[src/rtl/mem_arbiter_if.sv]
// Bus bundle between the two requesters, the arbiter and the shared memory.
//
// Handshake: a requester raises pN_req with pN_we/pN_addr/pN_wdata stable and
// keeps them stable until the arbiter answers with a single-cycle pN_done.
// The request fields are sampled only on the grant edge. pN_rdata is valid
// from pN_done and is held until the next read on that port completes. The
// requester drops pN_req while pN_done is high unless it wants another
// transaction. There is no back-pressure from the memory side: mem_read and
// mem_write are single-cycle strobes, and mem_rdata is valid the cycle after
// mem_read.
interface mem_arbiter_if #(
  parameter int ADDR_W = 8,
  parameter int DATA_W = 8
);
  logic              p0_req;
  logic              p0_we;
  logic [ADDR_W-1:0] p0_addr;
  logic [DATA_W-1:0] p0_wdata;
  logic              p0_done;
  logic [DATA_W-1:0] p0_rdata;

  logic              p1_req;
  logic              p1_we;
  logic [ADDR_W-1:0] p1_addr;
  logic [DATA_W-1:0] p1_wdata;
  logic              p1_done;
  logic [DATA_W-1:0] p1_rdata;

  logic              mem_read;
  logic              mem_write;
  logic [ADDR_W-1:0] mem_adr;
  logic [DATA_W-1:0] mem_wdata;
  logic [DATA_W-1:0] mem_rdata;

  logic              busy;
  logic              grant;
  logic [1:0]        state_dbg;

  // Arbiter side.
  modport slave (
    input  p0_req, p0_we, p0_addr, p0_wdata,
    input  p1_req, p1_we, p1_addr, p1_wdata,
    input  mem_rdata,
    output p0_done, p0_rdata, p1_done, p1_rdata,
    output mem_read, mem_write, mem_adr, mem_wdata,
    output busy, grant, state_dbg
  );

  // Requester / memory side.
  modport master (
    output p0_req, p0_we, p0_addr, p0_wdata,
    output p1_req, p1_we, p1_addr, p1_wdata,
    output mem_rdata,
    input  p0_done, p0_rdata, p1_done, p1_rdata,
    input  mem_read, mem_write, mem_adr, mem_wdata,
    input  busy, grant, state_dbg
  );
endinterface

[src/rtl/mem_arbiter.sv]
// Two-port round-robin arbiter and sequencer for the shared synchronous
// memory. Port 0 is instruction fetch, port 1 is data load/store. Every
// output comes straight from a flop.
module mem_arbiter #(
  parameter int ADDR_W = 8,
  parameter int DATA_W = 8
) (
  input logic         clk,
  input logic         reset,
  mem_arbiter_if.slave bus
);

  typedef enum logic [1:0] {
    IDLE    = 2'd0,
    ACCESS  = 2'd1,
    CAPTURE = 2'd2,
    DONE    = 2'd3
  } state_t;

  state_t state, state_nxt;

  logic              grant_q, grant_d;
  logic              last_q, last_d;
  logic [ADDR_W-1:0] adr_q, adr_d;
  logic [DATA_W-1:0] wdata_q, wdata_d;
  logic              read_q, read_d;
  logic              write_q, write_d;
  logic              done0_q, done0_d;
  logic              done1_q, done1_d;
  logic [DATA_W-1:0] rdata0_q, rdata0_d;
  logic [DATA_W-1:0] rdata1_q, rdata1_d;

  // Port 1 wins when it is alone, or when both ask and port 0 went last.
  logic any_req;
  logic sel;
  logic we_sel;
  assign any_req = bus.p0_req | bus.p1_req;
  assign sel     = bus.p1_req & (~bus.p0_req | ~last_q);
  assign we_sel  = sel ? bus.p1_we : bus.p0_we;

  // State register.
  always_ff @(posedge clk or posedge reset) begin
    if (reset) state <= IDLE;
    else       state <= state_nxt;
  end

  // Next state: writes skip CAPTURE because nothing comes back from memory.
  always_comb begin
    state_nxt = state;
    case (state)
      IDLE:    if (any_req) state_nxt = ACCESS;
      ACCESS:  state_nxt = write_q ? DONE : CAPTURE;
      CAPTURE: state_nxt = DONE;
      DONE:    state_nxt = IDLE;
      default: state_nxt = IDLE;
    endcase
  end

  // Next values of the registered outputs for the current state.
  always_comb begin
    grant_d  = grant_q;
    last_d   = last_q;
    adr_d    = adr_q;
    wdata_d  = wdata_q;
    read_d   = read_q;
    write_d  = write_q;
    done0_d  = done0_q;
    done1_d  = done1_q;
    rdata0_d = rdata0_q;
    rdata1_d = rdata1_q;
    case (state)
      IDLE: begin
        if (any_req) begin
          grant_d = sel;
          last_d  = sel;
          adr_d   = sel ? bus.p1_addr : bus.p0_addr;
          wdata_d = sel ? bus.p1_wdata : bus.p0_wdata;
          read_d  = ~we_sel;
          write_d = we_sel;
        end else begin
          read_d  = 1'b0;
          write_d = 1'b0;
        end
      end
      ACCESS: begin
        // Memory samples the strobe at this edge; writes finish right here.
        read_d  = 1'b0;
        write_d = 1'b0;
        if (write_q) begin
          if (grant_q) done1_d = 1'b1;
          else         done0_d = 1'b1;
        end
      end
      CAPTURE: begin
        if (grant_q) begin
          rdata1_d = bus.mem_rdata;
          done1_d  = 1'b1;
        end else begin
          rdata0_d = bus.mem_rdata;
          done0_d  = 1'b1;
        end
      end
      DONE: begin
        done0_d = 1'b0;
        done1_d = 1'b0;
      end
      default: begin
        read_d  = 1'b0;
        write_d = 1'b0;
      end
    endcase
  end

  // Output registers; reset clears a pending strobe so an aborted write never lands.
  always_ff @(posedge clk or posedge reset) begin
    if (reset) begin
      grant_q  <= 1'b0;
      last_q   <= 1'b1;
      adr_q    <= '0;
      wdata_q  <= '0;
      read_q   <= 1'b0;
      write_q  <= 1'b0;
      done0_q  <= 1'b0;
      done1_q  <= 1'b0;
      rdata0_q <= '0;
      rdata1_q <= '0;
    end else begin
      grant_q  <= grant_d;
      last_q   <= last_d;
      adr_q    <= adr_d;
      wdata_q  <= wdata_d;
      read_q   <= read_d;
      write_q  <= write_d;
      done0_q  <= done0_d;
      done1_q  <= done1_d;
      rdata0_q <= rdata0_d;
      rdata1_q <= rdata1_d;
    end
  end

  assign bus.mem_read  = read_q;
  assign bus.mem_write = write_q;
  assign bus.mem_adr   = adr_q;
  assign bus.mem_wdata = wdata_q;
  assign bus.p0_done   = done0_q;
  assign bus.p1_done   = done1_q;
  assign bus.p0_rdata  = rdata0_q;
  assign bus.p1_rdata  = rdata1_q;
  assign bus.grant     = grant_q;
  assign bus.busy      = (state != IDLE);
  assign bus.state_dbg = state;

endmodule

[src/flat_wrapper.sv]
// flat-port wrapper written by rule: the top's interface ports become plain ports
module mem_arbiter_flat 
#(
  parameter int ADDR_W = 8,
  parameter int DATA_W = 8
)
  (clk, reset, bus_p0_req, bus_p0_we, bus_p0_addr, bus_p0_wdata, bus_p1_req, bus_p1_we, bus_p1_addr, bus_p1_wdata, bus_mem_rdata, bus_p0_done, bus_p0_rdata, bus_p1_done, bus_p1_rdata, bus_mem_read, bus_mem_write, bus_mem_adr, bus_mem_wdata, bus_busy, bus_grant, bus_state_dbg);
  mem_arbiter_if #(.ADDR_W(ADDR_W), .DATA_W(DATA_W)) bus_i ();
  input logic clk;
  input logic reset;
  input wire logic [$bits(bus_i.p0_req)-1:0] bus_p0_req;
  input wire logic [$bits(bus_i.p0_we)-1:0] bus_p0_we;
  input wire logic [$bits(bus_i.p0_addr)-1:0] bus_p0_addr;
  input wire logic [$bits(bus_i.p0_wdata)-1:0] bus_p0_wdata;
  input wire logic [$bits(bus_i.p1_req)-1:0] bus_p1_req;
  input wire logic [$bits(bus_i.p1_we)-1:0] bus_p1_we;
  input wire logic [$bits(bus_i.p1_addr)-1:0] bus_p1_addr;
  input wire logic [$bits(bus_i.p1_wdata)-1:0] bus_p1_wdata;
  input wire logic [$bits(bus_i.mem_rdata)-1:0] bus_mem_rdata;
  output wire logic [$bits(bus_i.p0_done)-1:0] bus_p0_done;
  output wire logic [$bits(bus_i.p0_rdata)-1:0] bus_p0_rdata;
  output wire logic [$bits(bus_i.p1_done)-1:0] bus_p1_done;
  output wire logic [$bits(bus_i.p1_rdata)-1:0] bus_p1_rdata;
  output wire logic [$bits(bus_i.mem_read)-1:0] bus_mem_read;
  output wire logic [$bits(bus_i.mem_write)-1:0] bus_mem_write;
  output wire logic [$bits(bus_i.mem_adr)-1:0] bus_mem_adr;
  output wire logic [$bits(bus_i.mem_wdata)-1:0] bus_mem_wdata;
  output wire logic [$bits(bus_i.busy)-1:0] bus_busy;
  output wire logic [$bits(bus_i.grant)-1:0] bus_grant;
  output wire logic [$bits(bus_i.state_dbg)-1:0] bus_state_dbg;
  assign bus_i.p0_req = bus_p0_req;
  assign bus_i.p0_we = bus_p0_we;
  assign bus_i.p0_addr = bus_p0_addr;
  assign bus_i.p0_wdata = bus_p0_wdata;
  assign bus_i.p1_req = bus_p1_req;
  assign bus_i.p1_we = bus_p1_we;
  assign bus_i.p1_addr = bus_p1_addr;
  assign bus_i.p1_wdata = bus_p1_wdata;
  assign bus_i.mem_rdata = bus_mem_rdata;
  assign bus_p0_done = bus_i.p0_done;
  assign bus_p0_rdata = bus_i.p0_rdata;
  assign bus_p1_done = bus_i.p1_done;
  assign bus_p1_rdata = bus_i.p1_rdata;
  assign bus_mem_read = bus_i.mem_read;
  assign bus_mem_write = bus_i.mem_write;
  assign bus_mem_adr = bus_i.mem_adr;
  assign bus_mem_wdata = bus_i.mem_wdata;
  assign bus_busy = bus_i.busy;
  assign bus_grant = bus_i.grant;
  assign bus_state_dbg = bus_i.state_dbg;
  mem_arbiter #(.ADDR_W(ADDR_W), .DATA_W(DATA_W)) u_core (.clk(clk), .reset(reset), .bus(bus_i));
endmodule
[config.mk]
export PLATFORM = sky130hd
export DESIGN_NAME = mem_arbiter_flat
export DESIGN_NICKNAME = d
export VERILOG_FILES = /design/src/rtl/mem_arbiter_if.sv /design/src/rtl/mem_arbiter.sv /design/src/flat_wrapper.sv
export SDC_FILE = /design/constraint.sdc
export NUM_CORES = 1
export LEC_CHECK = 0
export CELL_PAD_IN_SITES_DETAIL_PLACEMENT = 1
export CELL_PAD_IN_SITES_GLOBAL_PLACEMENT = 1
export CORE_AREA = 10 10 89 91
export CTS_CLUSTER_SIZE = 16
export DETAILED_ROUTE_END_ITERATION = 16
export DIE_AREA = 0 0 99 101
export PLACE_DENSITY_LB_ADDON = 0.1
export SETUP_SLACK_MARGIN = 0.2
export SYNTH_ARGS = -nofsm -noshare
export SYNTH_HDL_FRONTEND = slang
export SYNTH_SLANG_ARGS = --single-unit
[constraint.sdc]
create_clock -name clk -period 1.95 [get_ports clk]
set_input_delay 0.39 -clock clk [delete_from_list [all_inputs] [get_ports clk]]
set_output_delay 0.39 -clock clk [all_outputs]
set_load 0.02 [all_outputs]
* Word-level counts from Yosys, hierarchy flattened
Index checks and enable logic that the tools add are counted.
Word-level totals: logic and storage cells 47, output and inout bits 40, bits of input ports 46, register bits 40
Cells by class: mux-type cells 16, reduce and logical (&&, ||, !) cells 8, equality and inequality tests 5, bitwise operators 7
Operators with widths (count):
- two-way mux 8 bit | 2
- two-way mux 1 bit | 8
- one-hot mux 2 bit (4 select lines) | 1
- AND reduction 2 bit | 4
- one-hot mux 1 bit (3 select lines) | 2
- equality test 2 bit, second input constant | 2
- != test 2 x 1 -> 1 bit, second input constant | 2
- NOT 1 bit | 4
- one-hot mux 1 bit (2 select lines) | 2
- nonzero test 2 bit | 2
- nonzero test 3 bit | 1
- equality test 2 x 1 -> 1 bit, second input constant | 1
- logical NOT 2 bit | 1
- two-way mux 2 bit | 1
- bitwise OR 1 bit | 2
- bitwise AND 1 bit | 1

* Logic depth before layout (Yosys ltp)
Gate-level depths: netlist (run 1).
depth after elaboration 7, depth in mapped cells 8, mapped depth without buffers 5

* Least setup slack after synthesis (run 1)
OpenSTA, ideal clock, no wires.
path kind register to register, from register u_core.state[0] (netlist: u_core.bus.state_dbg[0]), to register u_core.adr_q[6] (netlist: u_core.bus.mem_adr[6]), path slack 0.326 ns, library setup time 0.122 ns, data arrival time 1.502 ns, path buffers 3, cell stages (with the launch flop) 9, path through dfrtp_1 inv_1 ha_1 buf_2 o21a_1 buf_4 buf_4 nor2_1 a21oi_1
Between the ends: cells in the longest elaborated chain, start to end 2
RTL lines:
- from (decl) | RTL line mem_arbiter.sv:20 | state_t state, state_nxt;
- from (signal assigned) | RTL line mem_arbiter.sv:44 | else state <= state_nxt;
- logical NOT 2 bit | RTL line mem_arbiter.sv:71 | case (state)
- AND reduction 2 bit (no source line)
- to (signal assigned) | RTL line mem_arbiter.sv:130 | adr_q <= adr_d;
- to (decl) | RTL line mem_arbiter.sv:24 | logic [ADDR_W-1:0] adr_q, adr_d;
Every way passes these cells. A chain may end at the register's enable or synchronous reset.

* Worst setup path after layout (run 1)
from register u_core.adr_q[0] (netlist: u_core.bus.mem_adr[0]), to output port bus_mem_adr[0]
RTL lines:
- to (decl) | RTL line flat_wrapper.sv:26 | output wire logic [$bits(bus_i.mem_adr)-1:0] bus_mem_adr;
No word-level cell between the ends.

==> results.sh, run 1 <==
export IMPL_status="finished, final reports clean"
export IMPL_hold_viol=0
export IMPL_yosys_area_share_simple_pct=9.573
export IMPL_path_cells="clkdlybuf4s50_1"
export IMPL_synth_xor_area_share_pct=0
export IMPL_synth_most_common_cell="dfrtp_1"
export IMPL_async_flop_share_pct=100.0
export IMPL_syn_cell_area_um2=1817
export IMPL_synth_area_leader_cell="dfrtp_1"
export IMPL_final_layout_size_suffix_gt1_share_pct=16.23
export IMPL_fp_coreArea_um2=6205
export IMPL_area_delta_synth_final_pct=61.85
export IMPL_clkLatencyLatePin_ps=290
export IMPL_cts_buffer_depth=2
export IMPL_first_pass_iters=4
export IMPL_slowest_stage="clkdlybuf4s50_1"
export IMPL_rsz0062_at_grt="no"
export IMPL_holdCritPathClass="in2async"
export IMPL_grt_first_pass_wirelength_mm=9.563
export IMPL_period_share_pct=86.38
export IMPL_ctsHoldBuffers=0
export IMPL_final_antenna_net_count=0
export IMPL_fin_area_um2=2940
export IMPL_setup_viol=0
export IMPL_clock_sinks=40
export IMPL_worst_slack_ps=265.6
export IMPL_critPathMaxStageDelay_ps=620
export IMPL_gr_total_overflow=0
export IMPL_synthCells=168
export IMPL_yosysTopAreaCellShare_pct=53.72
export IMPL_synth_common_cells="dfrtp_1 (39), a21oi_1 (36), nand2_1 (19), nor2_1 (19), mux2_2 (17)"
export IMPL_synth_net_count=219
export IMPL_via_per_inst=4.635
export IMPL_yosys_area_share_adder_pct=3.444
export IMPL_rows=29
export IMPL_maxCapViolCount=0
export IMPL_num_vias=1585
export IMPL_synth_warnings=0
export IMPL_crit_family="buffers and inverters"
export IMPL_post_place_ws_ps=2.468
export IMPL_ys_seq_area_share_pct=55.17
export IMPL_critical_path_class="reg2out"
export IMPL_fmax_mhz=593.7
export IMPL_start_kind="flip-flop"
export IMPL_hold_worst_slack_ps=453.3
export IMPL_wire_per_inst_um=17.19
export IMPL_crit_required_ps=1560
export IMPL_synth_area_per_cell_um2=10.81
export IMPL_grt_max_degree=41
export IMPL_clkTransAtPathRegs_ps=80
export IMPL_portBuffers=85
export IMPL_grt_use_total_pct=11.75
export IMPL_p_per_area_nw_per_um2=1674
export IMPL_synth_top_family_by_area="compound AO/OA/AOI/OAI gates"
export IMPL_synth_edf_count=0
export IMPL_skew_ps=2.461
export IMPL_p_total_w=0.004922
export IMPL_wirelength_mm=5.878
export IMPL_synth_compound_area_share_pct=16.94
export IMPL_antenna_found_initial=0
export IMPL_relSlewSlack_pct=50.90
export IMPL_diodes=0
export IMPL_place_area_um2=2820
export IMPL_drc_errors=0
export IMPL_start_util_pct=29.28
export IMPL_peakVddDrop_mv=0.6727
export IMPL_grt_pass1_vias=1806
export IMPL_cts_root_buf="clkbuf_8"
export IMPL_io_pins=86
export IMPL_synth_cell_types=24
export IMPL_die_x_um=99
export IMPL_h_tree_depth=2
export IMPL_synth_main_ff_cell="dfrtp_1"
export IMPL_drv_slew=0
export IMPL_cp_arrival_ps=1290
export IMPL_path_buf_inv=1
export IMPL_fin_tns_setup_ps=0
export IMPL_max_slew_worst_pin_slew_ps=736.4
export IMPL_die_y_um=101
export IMPL_die_area_um2=9999
export IMPL_cts_tree="built"
export IMPL_nNetsFinal=315
export IMPL_crit_fanout=2
export IMPL_cts_buffers=5
export IMPL_detailedRoute_firstIterationViolations=23
export IMPL_dp_hpwl_mm=4.577
export IMPL_cp_end_kind="primary output"
export IMPL_p_leak_nw=1.274
export IMPL_place_gp_congestion=0.7489
export IMPL_synthTopCellsByArea="dfrtp_1 (54%), mux2_2 (11%), a21oi_1 (9.9%)"
export IMPL_synth_area_mux_share_pct=10.54
export IMPL_period_needed_ps=1684
export IMPL_synth_seq_cells=40
-- report_power, final --
part	internal (W)	total, W	switching (W)
Sequential	0.00126	0.00151	0.000244
Clock	0.000380	0.000673	0.000293
Combinational	0.00135	0.00274	0.00139
-- through the flow --
step | utilization [%] | std cells
finish | 47.39 | 342
global route | 47.39 | 342
CTS | 47.29 | 341
detailed placement | 45.45 | 332
global placement | 45.45 | 332
floorplan | - | 168
-- timing repair --
item                       4_1_cts  5_1_grt
setup endpoints to repair        4        3
hold endpoints to repair         0        0
setup buffers                    1        1
gates resized for setup          6        3
-- flip-flops by register name (all words and copies together) (netlist names) --
register              flops
u_core.bus.grant          1
u_core.bus.mem_adr        8
u_core.bus.mem_read       1
u_core.bus.mem_wdata      8
u_core.bus.mem_write      1
u_core.bus.p0_done        1
u_core.bus.p0_rdata       8
u_core.bus.p1_done        1
u_core.bus.p1_rdata       8
u_core.bus.state_dbg      2
u_core.last_q             1
-- final timing paths --
kind / slack [ps] / endpoint / start / cells after the start
max: 270 / bus_mem_adr[0] / u_core.bus.mem_adr[0]$_DFFE_PP0P_ / 1
min: 450 / u_core.bus.p1_rdata[3]$_DFFE_PP0P_ / reset / 3
max reg2reg: 400 / u_core.bus.mem_adr[7]$_DFFE_PP0P_ / u_core.bus.state_dbg[0]$_DFFE_PP0P_ / 6
min reg2reg: 510 / u_core.bus.p0_rdata[6]$_DFFE_PP0P_ / u_core.bus.p0_rdata[6]$_DFFE_PP0P_ / 1
max in group asynchronous: 1240 / u_core.last_q$_DFFE_PP1P_ / reset / 3
min in group clk: 510 / u_core.bus.p0_rdata[6]$_DFFE_PP0P_ / u_core.bus.p0_rdata[6]$_DFFE_PP0P_ / 1
-- placed cells by master (no fill, tap or decap), types with 2 or more instances in the layout --
cell,count
dlymetal6s2s_1,2
a211oi_1,2
dlygate4sd2_1,2
nor2_1,19
dfrtp_1,39
buf_12,3
buf_4,9
inv_1,5
a21oi_1,36
clkbuf_8,5
clkdlybuf4s50_1,80
mux2_2,17
a31oi_1,4
ha_1,5
nand2_1,19
nor2b_1,2
-- cells by family after synthesis --
| kind of cell | after synthesis |
|---|---|
| and+or+nand+nor | 43 |
| buffers and inverters | 14 |
| DFF | 40 |
| muxes | 17 |
| AOI/OAI and AO/OA | 49 |
| adders and majority gates | 5 |
-- layer usage --
layer  part of all wire, %  wire length [um]  global-route usage, %  up-vias
met5                     0                 0                      0        -
met4                   1.3                76                  4.300        0
met3                   9.2               543                  5.075        7
met2                    46              2688                  18.84       55
met1                    44              2569                  13.62      755
li1                      -                 -                      -      768
-- area by class of cell --
type / instances / area [um2]
sequential: 40 / 1002
tap: 77 / 96.34
fill: 706 / 3264
clock buffer: 6 / 72.57
multi-input combinational: 114 / 735.7
inverter: 6 / 22.52
timing repair buffer: 97 / 975.9
clock inverter: 2 / 35.03
-- tightest hold or removal path, cell delays in order --
cell	delay, ps
clkdlybuf4s50_1	400
inv_1	90
buf_12	230
Note: power is estimated with default switching activity, not from simulation.
==> inputs of run 2 (changes only) <==
--- a/config.mk
+++ b/config.mk
@@ -5,7 +5,7 @@
 export SDC_FILE = /design/constraint.sdc
 export NUM_CORES = 1
 export LEC_CHECK = 0
-export CELL_PAD_IN_SITES_DETAIL_PLACEMENT = 1
+export CELL_PAD_IN_SITES_DETAIL_PLACEMENT = 0
 export CELL_PAD_IN_SITES_GLOBAL_PLACEMENT = 1
 export CORE_AREA = 10 10 89 91
 export CTS_CLUSTER_SIZE = 16
==> run 2 against run 1 <==
  * Maximum frequency down 1.6%
  * Clock skew increased by 5.7 ps
  * Largest cell class unchanged
  * First-iteration DRC count is 26% lower
  * Via count is 1.7% lower
  * Routed wire length is 5.1% lower
==> results.sh, run 2 (same netlist as run 1, synthesis figures left out) <==
export IMPL_status="finished, final reports clean"
export IMPL_crit_required_ps=1560
export IMPL_clkTransAtPathRegs_ps=90
export IMPL_portBuffers=85
export IMPL_period_share_pct=87.78
export IMPL_hold_worst_slack_ps=448.3
export IMPL_h_tree_depth=2
export IMPL_worst_slack_ps=238.3
export IMPL_setup_viol=0
export IMPL_final_antenna_net_count=0
export IMPL_maxCapViolCount=0
export IMPL_critPathMaxStageDelay_ps=630
export IMPL_rows=29
export IMPL_die_y_um=101
export IMPL_via_per_inst=4.569
export IMPL_grt_first_pass_wirelength_mm=8.976
export IMPL_rsz0062_at_grt="yes"
export IMPL_area_delta_synth_final_pct=60.47
export IMPL_place_gp_congestion=0.7489
export IMPL_critical_path_class="reg2out"
export IMPL_final_core_util_pct=46.99
export IMPL_fillers=599
export IMPL_crit_family="buffers and inverters"
export IMPL_clock_sinks=40
export IMPL_dp_hpwl_mm=4.185
export IMPL_grt_pass1_vias=1735
export IMPL_wire_per_inst_um=16.36
export IMPL_cts_buffer_depth=2
export IMPL_grt_use_total_pct=11.05
export IMPL_num_vias=1558
export IMPL_fmax_mhz=584.2
export IMPL_skew_ps=8.174
export IMPL_path_buf_inv=1
export IMPL_drv_slew=0
export IMPL_wirelength_mm=5.578
export IMPL_p_leak_nw=1.255
export IMPL_period_needed_ps=1712
export IMPL_relSlewSlack_pct=53.34
export IMPL_holdCritPathClass="in2async"
export IMPL_detailedRoute_firstIterationViolations=17
export IMPL_crit_fanout=4
export IMPL_die_x_um=99
export IMPL_die_area_um2=9999
export IMPL_nNetsFinal=314
export IMPL_cts_root_buf="clkbuf_8"
export IMPL_ctsHoldBuffers=0
export IMPL_post_place_ws_ps=94.44
export IMPL_p_per_area_nw_per_um2=1644
export IMPL_start_util_pct=29.28
export IMPL_max_slew_worst_pin_slew_ps=699.8
export IMPL_slowest_stage="clkdlybuf4s50_1"
export IMPL_path_cells="clkdlybuf4s50_1"
export IMPL_final_layout_size_suffix_gt1_share_pct=16.29
export IMPL_fp_coreArea_um2=6205
export IMPL_drc_errors=0
export IMPL_fin_tns_setup_ps=0
export IMPL_io_pins=86
export IMPL_diodes=0
export IMPL_clkLatencyLatePin_ps=290
export IMPL_cp_arrival_ps=1320
export IMPL_layout_commonest_cell="clkdlybuf4s50_1"
export IMPL_cts_tree="built"
export IMPL_cts_buffers=5
export IMPL_start_kind="flip-flop"
export IMPL_hold_viol=0
export IMPL_cp_end_kind="primary output"
export IMPL_peakVddDrop_mv=0.7022
export IMPL_grt_max_degree=41
export IMPL_final_cell_mix="clkdlybuf4s50_1 (81), dfrtp_1 (39), a21oi_1 (36)"
export IMPL_antenna_found_initial=0
export IMPL_gr_total_overflow=0
export IMPL_first_pass_iters=4
run 2: power by group:
| part | internal [W] | switching (W) | total, W |
|---|---|---|---|
| Clock | 0.000283 | 0.000306 | 0.000589 |
| Combinational | 0.00134 | 0.00136 | 0.00271 |
| Sequential | 0.00126 | 0.000236 | 0.00150 |
| Total | 0.00289 | 0.00190 | 0.00479 |
run 2: layout make-up:
class / instances / area (um2) / share of cell area, %
Multi-Input combinational cell: 114 / 735.7 / 25.24
Sequential cell: 40 / 1002 / 34.38
Inverter: 6 / 22.52 / 0.7725
Timing Repair Buffer: 96 / 965.9 / 33.13
Clock inverter: 2 / 10.01 / 0.3433
Clock buffer: 6 / 82.58 / 2.833
Tap cell: 77 / 96.34 / 3.305
run 2: final timing paths:
kind / slack [ps] / cells past startpoint / endpoint / start
setup / recovery: 240 / 1 / bus_state_dbg[0] / u_core.bus.state_dbg[0]$_DFFE_PP0P_
hold / removal: 450 / 3 / u_core.bus.p1_done$_DFFE_PP0P_ / reset
setup reg to reg: 400 / 4 / u_core.bus.p1_rdata[2]$_DFFE_PP0P_ / u_core.bus.state_dbg[1]$_DFFE_PP0P_
hold reg to reg: 510 / 1 / u_core.bus.p1_rdata[7]$_DFFE_PP0P_ / u_core.bus.p1_rdata[7]$_DFFE_PP0P_
max in group asynchronous: 1240 / 3 / u_core.last_q$_DFFE_PP1P_ / reset
min in group clk: 510 / 1 / u_core.bus.p1_rdata[7]$_DFFE_PP0P_ / u_core.bus.p1_rdata[7]$_DFFE_PP0P_
run 2: repair_timing:
action	in CTS	in global routing
resized for setup	5	3
hold endpoints to repair	0	0
buffers inserted	1	0
endpoints found under the setup margin	4	2
run 2: through the flow:
step	total power, W	std cells	instance area [um2]
2_1_floorplan	0.002981	168	1817
3_3_place_gp	0.004259	332	2820
3_5_place_dp	0.004276	332	2820
4_1_cts	0.004876	341	2919
5_1_grt	0.005154	341	2915
6_report	0.004793	341	2915
run 2: layer usage:
| metal | global-route usage (%) | share of wire, % | vias up |
|---|---|---|---|
| met5 | 0 | 0 | - |
| met4 | 2.977 | 0.50 | 0 |
| met3 | 5.350 | 9.1 | 3 |
| met2 | 17.13 | 45 | 63 |
| met1 | 13.33 | 45 | 725 |
| li1 | - | - | 767 |
